### src/rtl/reg_alu_sequencer.sv
// rtl/reg_alu_sequencer.sv - four-state read/execute/write-back ALU sequencer for a register bank
//
// Purpose: accepts one ALU command at a time, reads two registers through the
// bank's combinational read ports, computes the result and writes it back.
//
// Ports:
//   clk, rst_n                      clock, asynchronous active-low reset
//   cmd_valid / cmd_ready           command handshake (ready only in IDLE)
//   cmd_op, cmd_rs1, cmd_rs2, cmd_rd  operation code and register indices
//   raddr_a, raddr_b / rdata_a, rdata_b  register bank read ports
//   we, waddr, wdata                register bank write port (pulsed in WB)
//   done                            one-cycle pulse at write-back
//   result, flag_zero, flag_carry   last completed result and flags
module reg_alu_sequencer #(
  parameter int WIDTH = 16,
  parameter int DEPTH = 8,
  localparam int AW = $clog2(DEPTH)
) (
  input  logic             clk,
  input  logic             rst_n,
  input  logic             cmd_valid,
  output logic             cmd_ready,
  input  logic [2:0]       cmd_op,
  input  logic [AW-1:0]    cmd_rs1,
  input  logic [AW-1:0]    cmd_rs2,
  input  logic [AW-1:0]    cmd_rd,
  output logic [AW-1:0]    raddr_a,
  output logic [AW-1:0]    raddr_b,
  input  logic [WIDTH-1:0] rdata_a,
  input  logic [WIDTH-1:0] rdata_b,
  output logic             we,
  output logic [AW-1:0]    waddr,
  output logic [WIDTH-1:0] wdata,
  output logic             done,
  output logic [WIDTH-1:0] result,
  output logic             flag_zero,
  output logic             flag_carry
);

  localparam int SW = $clog2(WIDTH);

  localparam logic [2:0] OP_ADD = 3'b000;
  localparam logic [2:0] OP_SUB = 3'b001;
  localparam logic [2:0] OP_AND = 3'b010;
  localparam logic [2:0] OP_OR  = 3'b011;
  localparam logic [2:0] OP_XOR = 3'b100;
  localparam logic [2:0] OP_SLL = 3'b101;
  localparam logic [2:0] OP_SRL = 3'b110;

  typedef enum logic [1:0] {
    IDLE = 2'd0,
    READ = 2'd1,
    EXEC = 2'd2,
    WB   = 2'd3
  } state_t;

  state_t r_state;
  state_t w_next_state;

  logic [2:0]       r_op;
  logic [AW-1:0]    r_rs1;
  logic [AW-1:0]    r_rs2;
  logic [AW-1:0]    r_rd;
  logic [WIDTH-1:0] r_a;
  logic [WIDTH-1:0] r_b;
  logic [WIDTH-1:0] r_res;
  logic             r_carry;
  logic [AW-1:0]    r_waddr;
  logic [WIDTH-1:0] r_result;
  logic             r_flag_zero;
  logic             r_flag_carry;

  logic             w_accept;
  logic [WIDTH:0]   w_sum;
  logic [WIDTH-1:0] w_alu;
  logic             w_alu_carry;

  always_ff @(posedge clk or negedge rst_n) begin
    if (!rst_n) begin
      r_state <= IDLE;
    end else begin
      r_state <= w_next_state;
    end
  end

  // we/done come straight from the state register, so an asynchronous reset
  // during WB drops the write pulse without waiting for a clock.
  always_comb begin
    w_next_state = r_state;
    cmd_ready    = 1'b0;
    we           = 1'b0;
    done         = 1'b0;
    case (r_state)
      IDLE: begin
        cmd_ready = 1'b1;
        if (cmd_valid) w_next_state = READ;
      end
      READ: w_next_state = EXEC;
      EXEC: w_next_state = WB;
      WB: begin
        we           = 1'b1;
        done         = 1'b1;
        w_next_state = IDLE;
      end
      default: w_next_state = IDLE;
    endcase
  end

  assign w_accept = cmd_valid && cmd_ready;
  assign w_sum    = {1'b0, r_a} + {1'b0, r_b};

  always_comb begin
    w_alu       = '0;
    w_alu_carry = 1'b0;
    case (r_op)
      OP_ADD: begin
        w_alu       = w_sum[WIDTH-1:0];
        w_alu_carry = w_sum[WIDTH];
      end
      OP_SUB: begin
        w_alu       = r_a - r_b;
        w_alu_carry = (r_a < r_b);
      end
      OP_AND:  w_alu = r_a & r_b;
      OP_OR:   w_alu = r_a | r_b;
      OP_XOR:  w_alu = r_a ^ r_b;
      OP_SLL:  w_alu = r_a << r_b[SW-1:0];
      OP_SRL:  w_alu = r_a >> r_b[SW-1:0];
      default: w_alu = r_a;
    endcase
  end

  // r_res doubles as the write data: it is loaded only at the EXEC edge, so
  // it holds its value through WB and afterwards until the next command.
  always_ff @(posedge clk or negedge rst_n) begin
    if (!rst_n) begin
      r_op         <= '0;
      r_rs1        <= '0;
      r_rs2        <= '0;
      r_rd         <= '0;
      r_a          <= '0;
      r_b          <= '0;
      r_res        <= '0;
      r_carry      <= 1'b0;
      r_waddr      <= '0;
      r_result     <= '0;
      r_flag_zero  <= 1'b0;
      r_flag_carry <= 1'b0;
    end else begin
      if (w_accept) begin
        r_op  <= cmd_op;
        r_rs1 <= cmd_rs1;
        r_rs2 <= cmd_rs2;
        r_rd  <= cmd_rd;
      end
      if (r_state == READ) begin
        r_a <= rdata_a;
        r_b <= rdata_b;
      end
      if (r_state == EXEC) begin
        r_res   <= w_alu;
        r_carry <= w_alu_carry;
        r_waddr <= r_rd;
      end
      if (r_state == WB) begin
        r_result     <= r_res;
        r_flag_zero  <= (r_res == '0);
        r_flag_carry <= r_carry;
      end
    end
  end

  assign raddr_a    = r_rs1;
  assign raddr_b    = r_rs2;
  assign waddr      = r_waddr;
  assign wdata      = r_res;
  assign result     = r_result;
  assign flag_zero  = r_flag_zero;
  assign flag_carry = r_flag_carry;

endmodule

### config.mk
export PLATFORM = sky130hd
export DESIGN_NAME = reg_alu_sequencer
export DESIGN_NICKNAME = d
export VERILOG_FILES = /design/src/rtl/reg_alu_sequencer.sv
export SDC_FILE = /design/constraint.sdc
export NUM_CORES = 1
export LEC_CHECK = 0
export CELL_PAD_IN_SITES_DETAIL_PLACEMENT = 0
export CELL_PAD_IN_SITES_GLOBAL_PLACEMENT = 1
export CORE_MARGIN = 1
export CORE_UTILIZATION = 39
export DETAILED_ROUTE_END_ITERATION = 8
export PLACE_DENSITY_LB_ADDON = 0.1
export SLEW_MARGIN = 40
export SYNTH_ARGS = -nofsm -noshare
export SYNTH_HDL_FRONTEND = slang
export SYNTH_SLANG_ARGS = --single-unit
### constraint.sdc
create_clock -name clk -period 3 [get_ports clk]
set_input_delay 0.6 -clock clk [delete_from_list [all_inputs] [get_ports clk]]
set_output_delay 0.6 -clock clk [all_outputs]
set_load 0.02 [all_outputs]
==> results of run 1 <==
==> kinds of logic after synthesis <==
family,Yosys count
simple gates,256
flops,84
mux,69
fa+ha+maj,57
compound gates,256
xor+xnor,5
buf+inv,118
==> metrics by stage <==
stage	worst slack [ns]	setup TNS (ns)	hold WS, ns
after floorplan	0.0344	0	0.304
after global placement	-0.228	-0.351	0.468
after detailed placement	-0.244	-0.300	0.484
after CTS	0.0281	0	0.272
after global routing	0.00861	0	0.294
final	0.108	0	0.247
==> per-layer routing <==
metal	track usage (%)	vias to the layer above	routed length (µm)	part of all wire (%)
met5	0	-	0	0
met4	8.91	0	649	2.3
met3	4.49	43	1780	6.4
met2	47.6	339	12800	46
met1	43.7	3556	12700	45
li1	-	3275	-	-
==> worst reg2reg max path, cell delays in order, from the launching register on <==
cell and delay [ns]:
dfrtp_1 0.46, inv_1 0.25, ha_1 0.33, inv_1 0.08
a221oi_1 0.46, buf_4 0.21, o31ai_2 0.05, buf_4 0.16
o2111ai_1 0.19, a31o_1 0.23, a21oi_1 0.08, a311o_1 0.28
==> how the worst min path moves through the flow <==
stage / endpoint / slack, ns / cells after the start
finish: result[4]$_DFFE_PN0P_ / 0.25 / 1
global route: result[2]$_DFFE_PN0P_ / 0.29 / 1
CTS: result[2]$_DFFE_PN0P_ / 0.27 / 1
detailed placement: flag_zero$_DFFE_PN0P_ / 0.48 / 2
global placement: flag_zero$_DFFE_PN0P_ / 0.47 / 2
floorplan: flag_carry$_DFFE_PN0P_ / 0.30 / 0
==> Yosys cell counts, drive strengths merged (17+ instances only) <==
cell	n	share of area [%]
mux2	44	6.9
nor2	70	3.7
o21ai	63	4.4
nand3	17	1.2
inv	58	3.1
clkbuf	31	1.6
mux2i	17	2.4
buf	28	2.2
ha	55	9.6
nor3	23	1.8
dfrtp	84	29
nand2	85	4.5
a21oi	69	5.0
a211oi	17	1.8
==> flip-flops by register name, summed over array words and instances, names as in the netlist <==
signal      cells
flag_carry      1
flag_zero       1
r_a            16
r_b            16
r_carry         1
r_op            3
r_rd            3
r_state         2
raddr_a         3
raddr_b         3
result         16
waddr           3
wdata          16
==> what timing repair did <==
action                                  4_1_cts  5_1_grt
gates cloned                                  0        0
gates resized for setup                       3        7
endpoints found under the setup margin        3        7
setup buffers                                 0        1
==> final cells by class <==
class / count / area, µm²
clock inverters: 6 / 96.3
multi-input cells: 643 / 4570
clock buffers: 10 / 229
flip-flops and latches: 84 / 2100
fillers: 1763 / 9020
inverters: 59 / 225
repair buffers: 159 / 1430
well taps: 229 / 287
==> metrics.md, run 1 <==
| Metric | Value |
|---|---|
| Clock tree buffer depth | 2 |
| Num CTS Buffers | 9 |
| Initial core utilization | 39.7% |
| Root Buffer | clkbuf_16 |
| Clock Pin Slew Worst Setup and Hold Paths | 0.07 ns |
| Run status | finished clean |
| Nets | 1060 |
| Tightest Hold Check Type | in -> async |
| Synth Net Count | 949 |
| Gpl congestion | 1.00 |
| Final worst-path cycle share | 96.4% |
| Routed wire length | 27.9 mm |
| Ys Warns | 0 |
| Port bufs | 92 |
| Pins Over Slew Limit | 0 |
| Die H | 137 µm |
| Synth cell types | 77 |
| TritonRoute pass-1 iters | 5 |
| R2R Path End | r_carry$_DFFE_PN0P_ |
| Final core occ | 49.8% |
| Setup crit end | r_carry$_DFFE_PN0P_ |
| Register bit total from synthesis | 84 |
| Detailed Place HPWL | 21.4 mm |
| Worst Path Buf+Inv | 4 |
| CP cell instances | inv_1, ha_1, inv_1, a221oi_1, buf_4, o31ai_2, buf_4, o2111ai_1, a31o_1, a21oi_1, a311o_1 |
| Area Growth Syn to Fin | 25.4% |
| Top-Level Pins | 93 |
| Clock period minus worst slack | 2.89 ns |
| Hold-fix buffer count after cts | 0 |
| GRT Total Usage | 30.6% |
| Max cap viols | 0 |
| Adder-Cell Fraction of Synth Area | 10.2% |
| Reg2reg setup slack | 0.11 ns |
| Synth Cell Area | 7140 µm² |
| Via count | 7213 |
| Die W | 137 µm |
| Post-route DRC violation count | 0 |
| XOR/XNOR Fraction of Synth Area | 0.614% |
| Delay-heaviest family, CP | compound AO/OA/AOI/OAI gates |
| Critical path type | reg -> reg |
| CP Data Required Time | 3.24 ns |
| Slowest CP cell | dfrtp_1 |
| Grt ovf | 0 |
| Clock skew | 0.0102 ns |
| Number of global-route vias before repair | 6904 |
| Relative slew slack | 56.4% |
| H-tree depth | 3 |
| Ys async rst share | 100% |
| Core area | 18000 µm² |
| Least-Margin Pin Slew | 0.652 ns |
| Critical path origin | r_b[3]$_DFFE_PN0N_ |
| Layout cells sized above 1 | 16.5% |
| Endpoints failing hold | 0 |
| Complex-gate fraction of the synthesized area | 24.1% |
| Inserted Diodes | 0 |
| Cell count after placement | 1173 |
| First-pass GRT wire length | 42.3 mm |
| Register area share after synthesis | 29.5% |
| Commonest non-fill, non-tap cells in the layout | 91 x clkdlybuf4s50_1, 84 x nand2_1, 83 x dfrtp_1 |
| Critical path depth | 11 |
| Syn_area_per_cell | 8.45 µm² |
| Crit-path max FO | 6 |
| Routed len/inst | 23.4 µm |
| Num Clock Sinks | 84 |
| Synth Area in Simple Gates | 16.8% |
| Reg2reg start | r_b[3]$_DFFE_PN0N_ |
| CTS tree | built |
| Worst R2R Path Depth | 11 |
| Data arrival, critical path | 3.13 ns |
| Post-synthesis mux area share | 11.9% |
| Routed vias/inst | 6.06 |
| Largest net degree at the start of global routing | 45 |
| Iteration-0 DRC Markers | 713 |
| Largest stage delay, worst path | 0.46 ns |
| Post-synthesis cell count | 845 |
| Post-route design area | 8950 µm² |
| Peak Freq | 346 MHz |
| Largest family of logic cells by synthesized area | compound AO/OA/AOI/OAI gates |
| RSZ-0062 raised after global routing | no |
| Endpoints failing setup | 0 |
| Final Non-Filler Cells | 1190 |
| Post-synth EDFFs | 0 |
| Crit end category | flop |
| Worst-Skew Late Latency | 0.36 ns |
| Routed Antenna Nets | 0 |
| Die area | 18800 µm² |
| Initial antenna violation count | 0 |
| Commonest non-fill, non-tap cell in the layout | clkdlybuf4s50_1 |
| Critical Path Source Type | flop |
| Main synth FF type | dfrtp_1 |
| Placed Area | 8580 µm² |
| # rows | 49 |
Power of run 1 is not shown: default switching activity piles up to over one toggle a cycle in this logic, so the estimate is an artifact.
==> inputs of run 2 (changes only) <==
Settings changed: CORE_MARGIN 1 to default, HOLD_SLACK_MARGIN from default to 0.1.
==> results of run 2 <==
No change in the layout: final DEF, timing and power equal those of run 1.
Power of run 2 is left out for the same reason.
==> inputs of run 3 (changes only) <==
Settings changed: ABC_AREA from default to 1, CORE_UTILIZATION 39 to 36.
==> metrics.md, run 3 <==
| Metric | Value |
|---|---|
| Least-Margin Pin Slew | 0.694 ns |
| Worst Path Buf+Inv | 1 |
| Main synth FF type | dfrtp_1 |
| Data arrival, critical path | 2.73 ns |
| Routed Antenna Nets | 0 |
| Clock period minus worst slack | 2.50 ns |
| CTS resizes | 0 |
| Commonest cells post-synth | 393 x nand2_1, 134 x nand3_1, 126 x inv_1 |
| Largest net degree at the start of global routing | 60 |
| Number of global-route vias before repair | 7458 |
| Die area | 20700 µm² |
| Crit-path most repeated cell | nand2_1 |
| PD cells | 1380 nW/µm² |
| Initial core utilization | 37.0% |
| Synth Cell Area | 7240 µm² |
| # rows | 51 |
| Commonest non-fill, non-tap cells in the layout | 393 x nand2_1, 134 x nand3_1, 126 x inv_1 |
| CTS tree | built |
| Critical path origin | r_b[0]$_DFFE_PN0N_ |
| Post-synth EDFFs | 0 |
| Setup Fix Bufs, Post-CTS | 0 |
| Max cap viols | 0 |
| CP Data Required Time | 3.24 ns |
| Top-Level Pins | 93 |
| Pins Over Slew Limit | 0 |
| Maximum vdd drop | 0.577 mV |
| Clock skew | 0.00677 ns |
| Layout cells sized above 1 | 4.87% |
| GRT Total Usage | 28.3% |
| Nets | 1332 |
| Synth Net Count | 1255 |
| Routed vias/inst | 5.23 |
| Gpl congestion | 0.965 |
| Critical Path Source Type | flop |
| Relative slew slack | 53.6% |
| Port bufs | 92 |
| Synth cell types | 34 |
| First-pass GRT wire length | 43.3 mm |
| Register bit total from synthesis | 84 |
| Initial antenna violation count | 0 |
| Crit-path max FO | 10 |
| Num Clock Sinks | 84 |
| Slowest CP cell | dfrtp_1 |
| Ys async rst share | 100% |
| Post-synthesis cell count | 1151 |
| Run status | finished clean |
| Final worst-path cycle share | 83.2% |
| Clock Pin Slew Worst Setup and Hold Paths | 0.06 ns |
| Delay-heaviest family, CP | adder cells |
| TritonRoute pass-1 iters | 6 |
| Endpoints failing hold | 0 |
| Routed wire length | 27.8 mm |
| Reg2reg start | r_b[0]$_DFFE_PN0N_ |
| Synth top area share | 29.0% |
| Top post-synthesis cells by area | dfrtp_1 29%, nand2_1 20%, ha_1 9.5%, nand3_1 9.3%, inv_1 6.5% |
| Critical path type | reg -> reg |
| Endpoints failing setup | 0 |
| Worst Hold Slack | 0.178 ns |
| Dominant cell type by area after synthesis | dfrtp_1 |
| Tightest Hold Check Type | in -> async |
| Post-route DRC violation count | 0 |
| Setup tns final | 0 ns |
| Largest stage delay, worst path | 0.62 ns |
| Via count | 7842 |
| Inserted Diodes | 0 |
| Detailed Place HPWL | 21.9 mm |
| Core area | 19600 µm² |
| RSZ-0062 raised after global routing | no |
| Register area share after synthesis | 29.0% |
| Fill cell count | 2193 |
| Die H | 144 µm |
| Num CTS Buffers | 9 |
| H-tree depth | 3 |
| Ys Warns | 0 |
| Peak Freq | 401 MHz |
| Root Buffer | clkbuf_16 |
| Cell with the most instances after synthesis | nand2_1 |
| Die W | 144 µm |
| Commonest non-fill, non-tap cell in the layout | nand2_1 |
| Grt ovf | 0 |
| Iteration-0 DRC Markers | 688 |
| Syn_area_per_cell | 6.29 µm² |
| CP cell instances | ha_1, inv_1, fa_1, nand2_1, nand2_1, nand2_1, a21oi_1, o21ai_0, o211ai_1, o21ai_1, nand2_1 |
| Static Leak | 4.37 nW |
| Area Growth Syn to Fin | 20.4% |
| Worst-Skew Late Latency | 0.35 ns |
| Routed len/inst | 18.5 µm |
| Hold-fix buffer count after cts | 0 |
| Clock tree buffer depth | 2 |
| Crit end category | flop |
## run 3: metrics by stage
stage          utilization [%]  area [µm²]  setup slack, ns  std cells  total power [mW]
2_1_floorplan                -        7240            0.784       1151              7.78
3_3_place_gp              43.1        8450            0.539       1482              10.9
3_5_place_dp              43.1        8450            0.547       1482              10.8
4_1_cts                   44.5        8730            0.537       1498              12.0
5_1_grt                   44.5        8730            0.368       1498              13.2
6_report                  44.5        8730            0.504       1498              12.0
## run 3: final cells by class
class | count | area [µm²] | area share [%]
Multi-Input combinational cell | 883 | 4410 | 50.6
Inverter | 138 | 518 | 5.94
Clock buffer | 11 | 243 | 2.78
Timing Repair Buffer | 112 | 1080 | 12.4
Tap cell | 265 | 332 | 3.80
Clock inverter | 5 | 36.3 | 0.416
Sequential cell | 84 | 2100 | 24.1
## run 3: path summary, 6_finish.rpt
check	slack, ns	depth (start not counted)	end
max in group asynchronous	2.14	2	wdata[15]$_DFFE_PN0P_
max	0.50	11	wdata[4]$_DFFE_PN0P_
min reg2reg	0.47	2	result[1]$_DFFE_PN0P_
min	0.18	1	r_b[2]$_DFFE_PN0N_
min in group clk	0.47	2	result[1]$_DFFE_PN0P_
max reg2reg	0.50	11	wdata[4]$_DFFE_PN0P_
## run 3: kinds of logic (layout without fill, tap and decap cells)
group | Yosys count | in the layout | share of synthesized area, %
muxes | 9 | 9 | 1.40
adders and majority gates | 57 | 57 | 10.1
DFF | 84 | 84 | 29.0
AOI/OAI and AO/OA | 167 | 167 | 12.2
buffers and inverters | 184 | 266 | 10.1
and+or+nand+nor | 650 | 650 | 37.2
## run 3: metal layers
layer  up-vias  part of all wire [%]  track usage, %
li1       3843                     -               -
met3        44                   6.0            3.93
met4         0                   2.7            9.69
met2       289                    46            45.7
met1      3666                    45            38.4
met5         -                     0               0
## run 3: report_power, final
part	switching, mW	leakage, nW	internal (mW)
Clock	0.490	0.128	0.586
Combinational	5.93	3.20	2.80
Sequential	0.555	1.04	1.68
(Power assumes the default switching activity.)
